[src/rtl/lsu_pkg.sv]
`default_nettype none
// ============================================================================
//  Module      : lsu_pkg
//  Description : Shared types, size encodings and error helper for the LSU.
//  Revision    : 1.0 - initial release
// ============================================================================
package lsu_pkg;

    localparam logic [1:0] SZ_BYTE = 2'd0;
    localparam logic [1:0] SZ_HALF = 2'd1;
    localparam logic [1:0] SZ_WORD = 2'd2;

    typedef enum logic [1:0] {
        IDLE   = 2'd0,
        ACCESS = 2'd1,
        WRITE  = 2'd2,
        RESP   = 2'd3
    } lsu_state_t;

    // Size/alignment error only; range checking depends on the memory depth.
    function automatic logic misalign_err(input logic [1:0] size, input logic [1:0] addr_lo);
        logic err;
        case (size)
            SZ_BYTE: err = 1'b0;
            SZ_HALF: err = addr_lo[0];
            SZ_WORD: err = (addr_lo != 2'b00);
            default: err = 1'b1;
        endcase
        return err;
    endfunction

endpackage
`default_nettype wire

[src/rtl/load_store_unit_if.sv]
`default_nettype none
// ============================================================================
//  Module      : load_store_unit_if
//  Description : Pipeline request/response handshake bundle for the LSU.
//  Revision    : 1.0 - initial release
// ============================================================================
interface load_store_unit_if;

    logic        req_valid;
    logic        req_ready;
    logic        req_we;
    logic [1:0]  req_size;
    logic        req_signed;
    logic [31:0] req_addr;
    logic [31:0] req_wdata;
    logic        rsp_valid;
    logic        rsp_ready;
    logic [31:0] rsp_rdata;
    logic        rsp_err;

    modport master (
        output req_valid, req_we, req_size, req_signed, req_addr, req_wdata, rsp_ready,
        input  req_ready, rsp_valid, rsp_rdata, rsp_err
    );

    modport slave (
        input  req_valid, req_we, req_size, req_signed, req_addr, req_wdata, rsp_ready,
        output req_ready, rsp_valid, rsp_rdata, rsp_err
    );

endinterface
`default_nettype wire

[src/rtl/lsu_lane_align.sv]
`default_nettype none
// ============================================================================
//  Module      : lsu_lane_align
//  Description : Little-endian lane extract/extend for loads and lane merge
//                for sub-word stores.
//  Revision    : 1.0 - initial release
// ============================================================================
module lsu_lane_align
    import lsu_pkg::*;
(
    input  logic [31:0] word,
    input  logic [1:0]  addr_lo,
    input  logic [1:0]  size,
    input  logic        is_signed,
    input  logic [31:0] wdata,
    output logic [31:0] load_data,
    output logic [31:0] merged
);

    logic [7:0]  w_byte;
    logic [15:0] w_half;

    always_comb begin
        w_byte = word[7:0];
        case (addr_lo)
            2'd0: w_byte = word[7:0];
            2'd1: w_byte = word[15:8];
            2'd2: w_byte = word[23:16];
            2'd3: w_byte = word[31:24];
            default: w_byte = word[7:0];
        endcase
        w_half = addr_lo[1] ? word[31:16] : word[15:0];
    end

    always_comb begin
        load_data = word;
        case (size)
            SZ_BYTE: load_data = {{24{is_signed & w_byte[7]}}, w_byte};
            SZ_HALF: load_data = {{16{is_signed & w_half[15]}}, w_half};
            default: load_data = word;
        endcase
    end

    always_comb begin
        merged = word;
        case (size)
            SZ_BYTE: begin
                case (addr_lo)
                    2'd0: merged[7:0]   = wdata[7:0];
                    2'd1: merged[15:8]  = wdata[7:0];
                    2'd2: merged[23:16] = wdata[7:0];
                    2'd3: merged[31:24] = wdata[7:0];
                    default: merged = word;
                endcase
            end
            SZ_HALF: begin
                if (addr_lo[1]) begin
                    merged[31:16] = wdata[15:0];
                end else begin
                    merged[15:0] = wdata[15:0];
                end
            end
            default: merged = wdata;
        endcase
    end

endmodule
`default_nettype wire

[src/rtl/load_store_unit.sv]
`default_nettype none
// ============================================================================
//  Module      : load_store_unit
//  Description : Byte-addressed load/store front end for a word-addressed
//                memory, with read-modify-write for sub-word stores.
//  Revision    : 1.0 - initial release
// ============================================================================
module load_store_unit
    import lsu_pkg::*;
#(
    parameter int DEPTH_WORDS = 256
) (
    input  logic                    clk,
    input  logic                    rst,
    load_store_unit_if.slave        bus,
    output logic [31:0]             mem_addr,
    output logic                    mem_wr_en,
    output logic [31:0]             mem_wdata,
    input  logic [31:0]             mem_rdata
);

    localparam logic [31:0] c_depth_limit = 32'(DEPTH_WORDS);

    lsu_state_t  r_state;
    lsu_state_t  w_state_nxt;

    logic        r_we;
    logic [1:0]  r_size;
    logic        r_signed;
    logic [31:0] r_addr;
    logic [31:0] r_wdata;
    logic [31:0] r_merged;
    logic [31:0] r_rdata;
    logic        r_err;

    logic        w_accept;
    logic        w_req_err;
    logic        w_sub_store;
    logic [31:0] w_word_idx;
    logic [31:0] w_load_data;
    logic [31:0] w_merged;

    assign w_accept    = bus.req_valid & (r_state == IDLE);
    assign w_req_err   = misalign_err(bus.req_size, bus.req_addr[1:0])
                       | ({2'b00, bus.req_addr[31:2]} >= c_depth_limit);
    assign w_sub_store = r_we & (r_size != SZ_WORD);
    assign w_word_idx  = {2'b00, r_addr[31:2]};

    lsu_lane_align u_lane_align (
        .word      (mem_rdata),
        .addr_lo   (r_addr[1:0]),
        .size      (r_size),
        .is_signed (r_signed),
        .wdata     (r_wdata),
        .load_data (w_load_data),
        .merged    (w_merged)
    );

    always_ff @(posedge clk or posedge rst) begin
        if (rst) begin
            r_state <= IDLE;
        end else begin
            r_state <= w_state_nxt;
        end
    end

    // Memory strobes are decoded from state so an async reset kills them at once.
    always_comb begin
        w_state_nxt   = r_state;
        bus.req_ready = 1'b0;
        bus.rsp_valid = 1'b0;
        mem_addr      = 32'd0;
        mem_wr_en     = 1'b0;
        mem_wdata     = 32'd0;
        case (r_state)
            IDLE: begin
                bus.req_ready = 1'b1;
                if (w_accept) begin
                    w_state_nxt = w_req_err ? RESP : ACCESS;
                end
            end
            ACCESS: begin
                mem_addr = w_word_idx;
                if (r_we && !w_sub_store) begin
                    mem_wr_en = 1'b1;
                    mem_wdata = r_wdata;
                end
                w_state_nxt = w_sub_store ? WRITE : RESP;
            end
            WRITE: begin
                mem_addr    = w_word_idx;
                mem_wr_en   = 1'b1;
                mem_wdata   = r_merged;
                w_state_nxt = RESP;
            end
            RESP: begin
                bus.rsp_valid = 1'b1;
                if (bus.rsp_ready) begin
                    w_state_nxt = IDLE;
                end
            end
            default: w_state_nxt = IDLE;
        endcase
    end

    always_ff @(posedge clk or posedge rst) begin
        if (rst) begin
            r_we     <= 1'b0;
            r_size   <= 2'd0;
            r_signed <= 1'b0;
            r_addr   <= 32'd0;
            r_wdata  <= 32'd0;
            r_merged <= 32'd0;
            r_rdata  <= 32'd0;
            r_err    <= 1'b0;
        end else begin
            case (r_state)
                IDLE: begin
                    if (w_accept) begin
                        r_we     <= bus.req_we;
                        r_size   <= bus.req_size;
                        r_signed <= bus.req_signed;
                        r_addr   <= bus.req_addr;
                        r_wdata  <= bus.req_wdata;
                        r_err    <= w_req_err;
                        r_rdata  <= 32'd0;
                    end
                end
                ACCESS: begin
                    if (!r_we) begin
                        r_rdata <= w_load_data;
                    end else if (w_sub_store) begin
                        r_merged <= w_merged;
                    end
                end
                default: begin
                end
            endcase
        end
    end

    assign bus.rsp_rdata = r_rdata;
    assign bus.rsp_err   = r_err;

endmodule
`default_nettype wire
[src/flat_wrapper.sv]
// flat-port wrapper written by rule: the top's interface ports become plain ports
module load_store_unit_flat import lsu_pkg::*;
#(
    parameter int DEPTH_WORDS = 256
)
  (clk, rst, mem_addr, mem_wr_en, mem_wdata, mem_rdata, bus_req_valid, bus_req_we, bus_req_size, bus_req_signed, bus_req_addr, bus_req_wdata, bus_rsp_ready, bus_req_ready, bus_rsp_valid, bus_rsp_rdata, bus_rsp_err);
  load_store_unit_if bus_i ();
  input  logic clk;
  input  logic rst;
  output logic [31:0] mem_addr;
  output logic mem_wr_en;
  output logic [31:0] mem_wdata;
  input  logic [31:0] mem_rdata;
  input wire logic [$bits(bus_i.req_valid)-1:0] bus_req_valid;
  input wire logic [$bits(bus_i.req_we)-1:0] bus_req_we;
  input wire logic [$bits(bus_i.req_size)-1:0] bus_req_size;
  input wire logic [$bits(bus_i.req_signed)-1:0] bus_req_signed;
  input wire logic [$bits(bus_i.req_addr)-1:0] bus_req_addr;
  input wire logic [$bits(bus_i.req_wdata)-1:0] bus_req_wdata;
  input wire logic [$bits(bus_i.rsp_ready)-1:0] bus_rsp_ready;
  output wire logic [$bits(bus_i.req_ready)-1:0] bus_req_ready;
  output wire logic [$bits(bus_i.rsp_valid)-1:0] bus_rsp_valid;
  output wire logic [$bits(bus_i.rsp_rdata)-1:0] bus_rsp_rdata;
  output wire logic [$bits(bus_i.rsp_err)-1:0] bus_rsp_err;
  assign bus_i.req_valid = bus_req_valid;
  assign bus_i.req_we = bus_req_we;
  assign bus_i.req_size = bus_req_size;
  assign bus_i.req_signed = bus_req_signed;
  assign bus_i.req_addr = bus_req_addr;
  assign bus_i.req_wdata = bus_req_wdata;
  assign bus_i.rsp_ready = bus_rsp_ready;
  assign bus_req_ready = bus_i.req_ready;
  assign bus_rsp_valid = bus_i.rsp_valid;
  assign bus_rsp_rdata = bus_i.rsp_rdata;
  assign bus_rsp_err = bus_i.rsp_err;
  load_store_unit #(.DEPTH_WORDS(DEPTH_WORDS)) u_core (.clk(clk), .rst(rst), .bus(bus_i), .mem_addr(mem_addr), .mem_wr_en(mem_wr_en), .mem_wdata(mem_wdata), .mem_rdata(mem_rdata));
endmodule
[config.mk]
export PLATFORM = sky130hd
export DESIGN_NAME = load_store_unit_flat
export DESIGN_NICKNAME = d
export VERILOG_FILES = /design/src/rtl/lsu_pkg.sv /design/src/rtl/load_store_unit_if.sv /design/src/rtl/lsu_lane_align.sv /design/src/rtl/load_store_unit.sv /design/src/flat_wrapper.sv
export SDC_FILE = /design/constraint.sdc
export NUM_CORES = 1
export LEC_CHECK = 0
export ABC_AREA = 1
export CORE_MARGIN = 2
export CORE_UTILIZATION = 38
export DETAILED_ROUTE_END_ITERATION = 12
export PLACE_DENSITY_LB_ADDON = 0.1
export RECOVER_POWER = 100
export SETUP_SLACK_MARGIN = 0.2
export SLEW_MARGIN = 40
export SYNTH_ARGS = -nofsm -noshare
export SYNTH_HDL_FRONTEND = slang
export SYNTH_SLANG_ARGS = --single-unit
[constraint.sdc]
create_clock -name clk -period 14.6 [get_ports clk]
set_clock_uncertainty 0.05 [all_clocks]
set_input_delay 2.92 -clock clk [delete_from_list [all_inputs] [get_ports clk]]
set_output_delay 2.92 -clock clk [all_outputs]
set_load 0.05 [all_outputs]
Word level (Yosys, flattened, before mapping)
Cells that the tools add are included.
{ "word_totals": {"ff_bits": 135, "in_bits": 104, "out_inout_bits": 100, "word_cells": 67} }
{ "classes": {"order_cmp": 1, "n_eq_ne": 13, "n_mux": 26, "bitwise_logic": 5, "reduce_logical": 13} }
{ "op_table": {"columns": ["cell", "count"], "rows": [
  ["$pmux W32 S2", 4],
  ["$mux W32", 3],
  ["$mux W16", 3],
  ["$mux W8", 4],
  ["$pmux W8 S4", 1],
  ["$ge A30 B9 Y1 const B", 1],
  ["$mux W30", 1],
  ["$eq A2 B2 Y1 const B", 5],
  ["$eq A2 B1 Y1 const B", 4],
  ["$logic_not A2 Y1", 4],
  ["$pmux W2 S4", 1],
  ["$mux W2", 3],
  ["$ne A2 B2 Y1 const B", 3],
  ["$reduce_and A3 Y1", 2],
  ["$and A1 B1 Y1", 4],
  ["$mux W1", 4],
  ["$reduce_and A2 Y1", 2],
  ["$reduce_bool A2 Y1", 2],
  ["$pmux W1 S3", 1],
  ["$ne A2 B1 Y1 const B", 1],
  ["$pmux W1 S2", 1],
  ["$reduce_or A2 Y1", 1],
  ["$logic_and A1 B1 Y1", 1],
  ["$logic_not A1 Y1", 1],
  ["$or A1 B1 Y1", 1]
]} }

Depth between registers and ports, before layout
{ "logic_depth": {"ltp_word": 6, "depth_mapped": 10, "depth_no_buf": 9} }

By module
A second synthesis with hierarchy kept.
{ "unflattened": {"cells_unflattened": 936, "hier_area_um2": 7948.9} }
{ "modules_own_cells": {"columns": ["module", "n_inst", "cells_per_inst", "area_per_inst_um2", "seq_area_each_um2"], "rows": [
  ["load_store_unit", 1, 601, 6368.6, 3378.2],
  ["lsu_lane_align", 1, 335, 1580.3, 0.0]
]} }

Worst setup path before layout
Ideal clock, no wire load.
{ "synth_timing": {"kind": "register to output", "from": "register u_core.r_state[1]", "to": "output port mem_wdata[10]", "t_arrival_ns": 2.019, "required_time_ns": 11.630, "path_slack_ns": 9.611, "path_stages_with_launch": 8, "n_path_buf": 1, "path_cell_list": "dfrtp_1 > inv_1 > ha_1 > nand2_1 > inv_2 > clkbuf_1 > nand4_1 > a21oi_1"} }
{ "synth_via": {"elab_chain_cells": 2, "elab_cells_between_ends": 3, "cone_classes": "eq/ne: 2; mux: 1"} }
{ "synth_rtl": {"columns": ["element", "line", "text"], "rows": [
  ["start, declared", "load_store_unit.sv:24", "lsu_state_t r_state;"],
  ["start signal, assigned", "load_store_unit.sv:63", "r_state <= w_state_nxt;"],
  ["$eq A2 B2 Y1 / $eq A2 B1 Y1 (equally long branches)", "load_store_unit.sv:75", "case (r_state)"],
  ["$pmux W32 S2 *", "load_store_unit.sv:75", null],
  ["end, declared", "flat_wrapper.sv:12", "output logic [31:0] mem_wdata;"]
]} }
Mark *: on every way between the ends. The rest lies on a longest branch, timed or not.

==> flow_metrics.tcl <==
set metrics [dict create \
    status "finished with violations" \
    violations "max-capacitance violations, max-slew violations" \
    place_congestion 0.8719 \
    startpoint "rst" \
    drive_gt1_share_pct 7.927 \
    die-area_sq_um 21620 \
    cp-end-kind "asynchronous set/reset pin" \
    root_buffer "clkbuf_16" \
    routed_wl_microns 24970 \
    criticalPathCategory "input port to asynchronous set/reset pin" \
    initial_core_util_pct 38.54 \
    via_per_inst 5.070 \
    dr.pass1.iters 5 \
    worstHoldStart "u_core.bus.rsp_rdata[5]" \
    synth-seq-area-share_pct 43.46 \
    cts_tree "yes" \
    fmaxAchievable_mhz 125.9 \
    coreArea_sq_um 20170 \
    synth_area_sq_um 7774 \
    hpwl_microns 17970 \
    io_pins 204 \
    cts.path.max_buffers 2 \
    reg2reg_to "u_core.r_signed" \
    stdcell_area_sq_um 10500 \
    n_fill_cell 2039 \
    slowest_delay_ns 2.16 \
    ctsHoldBuffers 0 \
    rsz0062_at_grt "false" \
    whs_path_depth 2 \
    worstPathCellList "dlygate4sd3_1, clkinvlp_2, clkbuf_1" \
    dr_wl_met3_microns 2161 \
    num-nets-final 1308 \
    core.rowCount 52 \
    io_buffers 201 \
    drc 0 \
    slowest_stage "clkinvlp_2" \
    slew_headroom_pct -158.3 \
    cap_violations 5 \
    cp_max_fo 86 \
    hold_path_end "u_core.bus.rsp_rdata[5]" \
    critPathBufInv 3 \
    cts.sinks 135 \
    detail_route.wl_per_cell_microns 16.85 \
    clk_latency_ns 0.42 \
    cts_resized 0 \
    vdd_drop_max_mv 0.1743 \
    h-tree-depth 4 \
    die_x_microns 147.0 \
    overflow 0 \
    r2r_setup_slack_ns 10.10 \
    detailroute.via_count 7513 \
    antenna_found_initial 1 \
    ys_types 37 \
    grt_pass1_wl_microns 39450 \
    synth.avg_cell_area_sq_um 7.511 \
    final_common_cell "nand2_1" \
    grt_pass1_vias 7272 \
    hold_class "register to register" \
    track_usage_pct 23.29 \
    dr_wl_met2_microns 10910 \
    min_period_ns 7.944 \
    leakagePower_uw 0.005286 \
    worst_slew_pin_slew_ns 3.854 \
    syn_inst 1035 \
    postPlaceCellArea_sq_um 9854 \
    grt_max_degree 87 \
    finalCritPeriodShare_pct 54.41 \
    setup_violations 0 \
    finalHoldViolCount 0 \
    top_layer "met4" \
    drtIter0Drc 563 \
    synth-seq-cells 135 \
    synth_warnings 0 \
    timing.final.max_slew_violations 237 \
    layout_common_cells "nand2_1, dfrtp_1, dlygate4sd3_1" \
    r2r_cells 5 \
    die_height_microns 147.0 \
    critical_path_arrival_ns 7.82 \
    areaGrowthSynthToFinish_pct 35.06 \
    cp.required_ns 14.47 \
    wl_met1_microns 11260 \
    rr_startpoint "u_core.r_state[0]" \
    powerDensity_nw_per_um2 266.1 \
    ant_nets 0 \
    clkSlewWorstSetupHoldPaths_ns 0.06 \
    fin_setup_tns_ns 0 \
    start_kind "input port" \
    postCtsSetupBuffers 0 \
    cts_made_buffers 17 \
    critPathTopFamily "buffers and inverters" \
]
[routing by layer]
| layer | GRT usage (%) | vias to the layer above |
|---|---|---|
| met5 | 0 | - |
| met4 | 8.125 | 0 |
| li1 | - | 3665 |
| met3 | 5.994 | 44 |
| met1 | 32.36 | 3490 |
| met2 | 35.47 | 314 |
[registers in the layout, summed over array words and instances, names as in the netlist]
signal and flops:
u_core.r_signed 1, u_core.r_we 1, u_core.r_state 2, u_core.r_size 2
u_core.r_wdata 32, u_core.bus.rsp_err 1, u_core.bus.rsp_rdata 32, u_core.r_merged 32
u_core.r_addr 32
[layout make-up]
class	count	area [sq um]	share of cell area (%)
tap	270	337.8	3.218
inverter	136	514.2	4.898
antenna	1	2.502	0.02384
sequential	135	3379	32.19
clock buffer	18	439.2	4.183
timing repair buffer	208	2053	19.56
multi-input combinational	702	3547	33.79
clock inverter	12	225.2	2.145
[cell usage after synthesis]
library cell  instances  area share [%]
o21ai_0              84             5.4
or2_1                 2            0.16
o21ai_1               5            0.32
nand2_2               2            0.16
nor2_2                2            0.16
o21ai_2               1            0.11
o21a_1                8            0.77
nor3_1                1           0.064
a22oi_1               1           0.097
nand2_1             271              13
inv_4                 1           0.081
dfrtp_1             135              43
a31oi_4               1            0.27
clkinv_1              1           0.048
mux2_2               41             5.9
nand3_4               2            0.45
or2_0                 2            0.16
nor2_8                1            0.26
inv_2                 3            0.14
buf_1                 7            0.34
nand4_1              16             1.3
ha_1                  4            0.64
nand2_4               1            0.14
a21oi_4               1            0.21
nor2_1               91             4.4
inv_1               131             6.3
buf_4                 7            0.68
buf_6                 6            0.87
o22ai_1              30             2.4
clkbuf_1             18            0.87
a21boi_0              2            0.19
nand3_1              28             1.8
buf_2                25             1.6
conb_1                1           0.048
a21oi_1              93             6.0
o211ai_1              8            0.77
nand3_2               2            0.26
[worst max path at each step]
stage | endpoint | slack [ns] | depth (start not counted)
3_3_place_gp | mem_wdata[2] | 8.48 | 7
4_1_cts | mem_wdata[4] | 7.97 | 7
2_1_floorplan | u_core.bus.rsp_err | 8.02 | 1
3_5_place_dp | mem_wdata[2] | 8.43 | 7
6_report | u_core.bus.rsp_rdata[24] | 6.66 | 3
5_1_grt | u_core.r_merged[27] | 5.61 | 3
[power by group]
group          internal, uW  switching (uW)  leakage (uW)  total [uW]
Sequential              549             122       0.00162         670
Clock                   323             171      0.000314         494
Combinational           484            1150       0.00335        1630
[tightest hold or removal path: stages, from the launching register on]
cell	delay [ns]
dfrtp_1	0.33
nand2_1	0.05
nand2_1	0.05
[through the flow]
stage	worst slack, ns	hold WS, ns	utilization [%]	instances	power [uW]
finish	6.656	0.4203	52.05	1482	2793
global route	5.613	0.4566	52.04	1481	2970
CTS	7.970	0.4316	52.15	1481	2860
detailed placement	8.432	0.4148	48.86	1451	2356
global placement	8.477	0.4136	48.86	1451	2346
floorplan	8.019	0.3987	-	1036	1858
[cell families after synthesis]
family	synth area share, %
DFF	43.46
other	0.04824
AOI/OAI and AO/OA	16.56
adders and majority gates	0.6438
muxes	5.939
buffers and inverters	10.96
and+or+nand+nor	22.39
Note: power is estimated with default switching activity, not from simulation.
